==> config.mk <==
export PLATFORM = sky130hd
export DESIGN_NAME = mem_stage_sram_ctrl
export DESIGN_NICKNAME = d
export VERILOG_FILES = /design/src/rtl/mem_stage_sram_ctrl.sv
export SDC_FILE = /design/constraint.sdc
export NUM_CORES = 1
export LEC_CHECK = 0
export BUFFER_PORTS_ARGS = -buffer_cell sky130_fd_sc_hd__buf_2
export CORE_MARGIN = 4
export CORE_UTILIZATION = 50
export CTS_CLUSTER_SIZE = 20
export DETAILED_ROUTE_END_ITERATION = 6
export GPL_TIMING_DRIVEN = 1
export PLACE_DENSITY = 0.78
export SLEW_MARGIN = 20
export SYNTH_ARGS = -nofsm -noshare
export SYNTH_HDL_FRONTEND = slang
export SYNTH_SLANG_ARGS = --single-unit
==> constraint.sdc <==
create_clock -name clk -period 5.2 [get_ports clk]
set_input_delay 1.04 -clock clk [delete_from_list [all_inputs] [get_ports clk]]
set_output_delay 1.04 -clock clk [all_outputs]
set_load 0.01 [all_outputs]
==> src/rtl/mem_stage_sram_ctrl.sv <==
// MEM-stage data-memory controller: splits each 32-bit access into two
// 16-bit halfword phases on an external asynchronous SRAM, freezing the pipeline via ready.
module mem_stage_sram_ctrl #(
  parameter int WAIT_CYCLES = 2,
  parameter int ADDR_W      = 18
) (
  input  logic              clk,
  input  logic              rst,
  input  logic              rd_en,
  input  logic              wr_en,
  input  logic [31:0]       address,
  input  logic [31:0]       wdata,
  output logic [31:0]       rdata,
  output logic              ready,
  output logic [ADDR_W-1:0] sram_addr,
  output logic [15:0]       sram_dq_out,
  input  logic [15:0]       sram_dq_in,
  output logic              sram_dq_oe,
  output logic              sram_ce_n,
  output logic              sram_we_n,
  output logic              sram_oe_n
);

  typedef enum logic [1:0] {IDLE, LOW, HIGH, DONE} state_t;

  localparam logic [3:0] LAST = 4'(WAIT_CYCLES - 1);

  state_t            state, state_next;
  logic [3:0]        cnt, cnt_next;
  logic              op_write, op_write_next;
  logic [ADDR_W-2:0] word, word_next;
  logic [15:0]       wdata_hi, wdata_hi_next;
  logic [31:0]       rdata_next;
  logic [ADDR_W-1:0] sram_addr_next;
  logic [15:0]       sram_dq_out_next;
  logic              sram_dq_oe_next;
  logic              sram_ce_n_next;
  logic              sram_we_n_next;
  logic              sram_oe_n_next;
  logic              req;
  logic              phase_end;

  assign req       = rd_en | wr_en;
  assign phase_end = (cnt == LAST);

  // Holding rst forces ready high so a request held across reset cannot freeze the pipeline
  assign ready = rst | ~(((state == IDLE) && req) || (state == LOW) || (state == HIGH));

  always_ff @(posedge clk or posedge rst) begin
    if (rst) begin
      state       <= IDLE;
      cnt         <= '0;
      op_write    <= 1'b0;
      word        <= '0;
      wdata_hi    <= '0;
      rdata       <= '0;
      sram_addr   <= '0;
      sram_dq_out <= '0;
      sram_dq_oe  <= 1'b0;
      sram_ce_n   <= 1'b1;
      sram_we_n   <= 1'b1;
      sram_oe_n   <= 1'b1;
    end else begin
      state       <= state_next;
      cnt         <= cnt_next;
      op_write    <= op_write_next;
      word        <= word_next;
      wdata_hi    <= wdata_hi_next;
      rdata       <= rdata_next;
      sram_addr   <= sram_addr_next;
      sram_dq_out <= sram_dq_out_next;
      sram_dq_oe  <= sram_dq_oe_next;
      sram_ce_n   <= sram_ce_n_next;
      sram_we_n   <= sram_we_n_next;
      sram_oe_n   <= sram_oe_n_next;
    end
  end

  // Pin values are computed one cycle ahead so they switch exactly at phase boundaries
  always_comb begin
    state_next       = state;
    cnt_next         = cnt;
    op_write_next    = op_write;
    word_next        = word;
    wdata_hi_next    = wdata_hi;
    rdata_next       = rdata;
    sram_addr_next   = sram_addr;
    sram_dq_out_next = sram_dq_out;
    sram_dq_oe_next  = sram_dq_oe;
    sram_ce_n_next   = sram_ce_n;
    sram_we_n_next   = sram_we_n;
    sram_oe_n_next   = sram_oe_n;

    case (state)
      IDLE: begin
        if (req) begin
          op_write_next  = wr_en;
          word_next      = address[ADDR_W:2];
          wdata_hi_next  = wdata[31:16];
          cnt_next       = '0;
          state_next     = LOW;
          sram_addr_next = {address[ADDR_W:2], 1'b0};
          sram_ce_n_next = 1'b0;
          sram_we_n_next = ~wr_en;
          sram_oe_n_next = wr_en;
          sram_dq_oe_next = wr_en;
          if (wr_en) begin
            sram_dq_out_next = wdata[15:0];
          end
        end
      end
      LOW: begin
        if (phase_end) begin
          cnt_next       = '0;
          state_next     = HIGH;
          sram_addr_next = {word, 1'b1};
          if (op_write) begin
            sram_dq_out_next = wdata_hi;
          end else begin
            rdata_next[15:0] = sram_dq_in;
          end
        end else begin
          cnt_next = cnt + 4'd1;
        end
      end
      HIGH: begin
        if (phase_end) begin
          cnt_next        = '0;
          state_next      = DONE;
          sram_ce_n_next  = 1'b1;
          sram_we_n_next  = 1'b1;
          sram_oe_n_next  = 1'b1;
          sram_dq_oe_next = 1'b0;
          if (!op_write) begin
            rdata_next[31:16] = sram_dq_in;
          end
        end else begin
          cnt_next = cnt + 4'd1;
        end
      end
      DONE: begin
        state_next = IDLE;
      end
      default: begin
        state_next = IDLE;
      end
    endcase
  end

endmodule
==> impl_metrics.py <==
metrics = {
    "run_status": {
        "run_status": "complete, no violations",
    },
    "route": {
        "dr.pass1.iters": 4,
        "ant_nets": 0,
        "wirelength_um": 11080,
        "viasPerCell": 5.480,
        "drt-initial-drc-count": 186,
        "dr_total_vias": 3529,
        "wl_per_cell_um": 17.20,
        "drc_errors": 0,
    },
    "synth": {
        "ys_warn_count": 0,
        "seq_area_frac_synth": 0.5509,
        "ys_ff_latch": 110,
        "syn_area_sq_mm": 0.005004,
        "synth_edf_count": 0,
        "postSynth.asyncResetShare": 1.000,
        "avgSynthCellArea_sq_um": 13.13,
        "syn_inst": 381,
        "synthFlopType": "dfrtp_1",
        "syn-num-nets": 471,
        "synth_cell_type_count": 45,
    },
    "floorplanning": {
        "fp.dieH_um": 108.0,
        "die_area_sq_mm": 0.01167,
        "start_util": 0.5119,
        "die_w_um": 108.0,
        "core_sq_mm": 0.009774,
        "num_rows": 36,
        "boundaryPins": 155,
    },
    "critical_path": {
        "critPathTopFamily": "buffers and inverters",
        "cp_num_buf_inv": 3,
        "arrival_ns": 2.23,
        "cp_common_cell": "nand2_1",
        "critPathSlowestCell": "ha_1",
        "worstSetupPathType": "flop to output pin",
        "crit_path_max_fanout": 52,
        "required_ns": 4.16,
        "r2r_cells": 5,
        "cp-endpoint": "ready",
        "cp_cell_sequence": "inv_1 -> ha_1 -> o21ai_4 -> buf_4 -> nand2_1 -> nand2_1 -> buf_2",
        "critPathLaunch": "state[0]",
        "ff2ff_setup_slack_ns": 2.72,
        "start_kind": "flop",
        "r2r-end": "sram_addr[16]",
        "critical_path_depth": 7,
        "r2r-start": "state[1]",
        "end_kind": "output pin",
        "max_stage_delay_ns": 0.55,
    },
    "clock_network": {
        "hold_buffers": 0,
        "post_cts_buffers": 0,
        "insertion_delay_ns": 0.36,
        "clk_path_buf_depth": 2,
        "clk_pin_slew_ns": 0.10,
        "htreeDepth": 3,
        "clock-sinks": 110,
        "tritoncts": "done",
        "root_buffer": "clkbuf_8",
        "ctsResizeCount": 0,
        "cts_made_buffers": 9,
    },
    "power": {
        "irDropWorstVdd_mv": 0.3232,
        "power_density_mw_per_mm2": 638.4,
        "p_leak_nw": 2.714,
    },
    "global_routing": {
        "grt_usage": 0.1912,
        "grt_pass1_wl_um": 17760,
        "grt_pass1_vias": 3505,
        "grt_max_degree": 61,
        "overflow": 0,
        "antenna_found_initial": 0,
    },
    "layout": {
        "syn_to_final_growth_pct": 19.40,
        "nNetsFinal": 596,
        "layout-drive-gt1-share": 0.5049,
        "layout_common_cells": "139 x buf_2, 107 x dfrtp_1, 47 x mux2_2, 20 x mux2_4, 19 x nand2b_1",
        "layout_commonest_cell": "buf_2",
        "fillers": 769,
        "antennaDiodeCount": 0,
    },
    "sta": {
        "worst_hold_slack_ns": 0.4781,
        "finClkSkew_ns": 0.01760,
        "final-setup-viol-count": 0,
        "period_needed_ns": 3.266,
        "max_slew_margin": 0.4212,
        "hold_viol": 0,
        "fmax_ghz": 0.3062,
        "fin_crit_sh": 0.6280,
        "timing.final.max_slew_violations": 0,
        "setup_tns_ns": 0,
        "rsz0062_at_grt": "false",
        "worst_pin_slew_ns": 0.8683,
    },
    "placed_design": {
        "dp.final_hpwl_um": 7583,
        "port_buffers": 139,
        "place_congestion": 0.7358,
    },
    "min_path": {
        "hold_class": "flop to flop",
    },
    "run": {
        "max_cap_viol_count": 0,
    },
}
cells in the mapped netlist (all sizes together) (3+ instances only):
master	instances	share of area
a211oi	14	0.021
a21oi	7	0.0078
buf	20	0.025
clkbuf	8	0.0063
dfrtp	107	0.54
dfstp	3	0.016
ha	6	0.015
inv	7	0.0053
mux2	67	0.17
mux2i	4	0.0080
nand2	5	0.0068
nand2b	19	0.024
nand3	3	0.0040
nor2	18	0.014
nor3	14	0.014
o21ai	6	0.0060
o221a	17	0.038
o22ai	16	0.020
o2bb2ai	3	0.0053
or3	17	0.021
sequential cells by signal (all words and copies together) (netlist names):
name / count
cnt: 4
op_write: 1
rdata: 32
sram_addr: 18
sram_ce_n: 1
sram_dq_oe: 1
sram_dq_out: 16
sram_oe_n: 1
sram_we_n: 1
state: 2
wdata_hi: 16
word: 17
area by class of cell:
type | count | area, sq um | area share
Tap cell | 133 | 166.4 | 0.02785
Inverter | 7 | 28.78 | 0.004817
Multi-Input combinational cell | 236 | 2090 | 0.3497
Timing Repair Buffer | 142 | 718.2 | 0.1202
Clock buffer | 11 | 151.4 | 0.02534
Clock inverter | 5 | 63.81 | 0.01068
Sequential cell | 110 | 2756 | 0.4614
how the worst min path moves through the flow:
stage,start,endpoint,slack (ns),depth (start not counted)
floorplan,wdata_hi[0],wdata_hi[0],0.47,1
global placement,sram_oe_n,sram_oe_n,0.45,2
detailed placement,sram_oe_n,sram_oe_n,0.46,2
CTS,sram_oe_n,sram_oe_n,0.48,2
global route,sram_oe_n,sram_oe_n,0.50,2
finish,sram_oe_n,sram_oe_n,0.48,2
stage by stage:
step                total power, mW  instances    util  cell area [sq um]  setup WS (ns)
floorplan                     2.745        381       -               5004         0.4756
global placement              3.205        628  0.5882               5749          2.009
CTS                           3.844        644  0.6102               5964          1.800
global route                  4.082        644  0.6112               5974          1.759
finish                        3.814        644  0.6112               5974          1.934
detailed placement            3.291        628  0.5882               5749          2.006
kinds of logic (layout without fill, tap and decap cells):
group / Yosys count / count (layout) / share of synthesized area
AO/OA/AOI/OAI: 72 / 72 / 0.1143
adder cells (fa/ha/maj): 6 / 6 / 0.01500
buffers and inverters: 35 / 165 / 0.03626
flip-flops: 110 / 110 / 0.5509
multiplexers: 71 / 71 / 0.1738
AND/OR/NAND/NOR: 87 / 87 / 0.1098
worst reg2reg max path, cell delays in order (launching register included):
cell	delay [ns]
dfrtp_1	0.40
inv_1	0.15
ha_4	0.59
nand4bb_1	0.20
a21oi_2	0.73
o221a_2	0.35
metal layers:
layer | share of wire | up-vias | wire length, um | GRT usage
li1 | - | 1663 | - | -
met1 | 0.47 | 1759 | 5194 | 0.2805
met2 | 0.47 | 96 | 5239 | 0.2988
met3 | 0.047 | 11 | 519 | 0.02746
met4 | 0.011 | 0 | 126 | 0.05230
met5 | 0 | - | 0 | 0
where the power goes:
part           internal, mW  switching, mW
clock                 0.255          0.293
combinational         0.871          0.861
sequential             1.29          0.246
(Power assumes the default switching activity.)
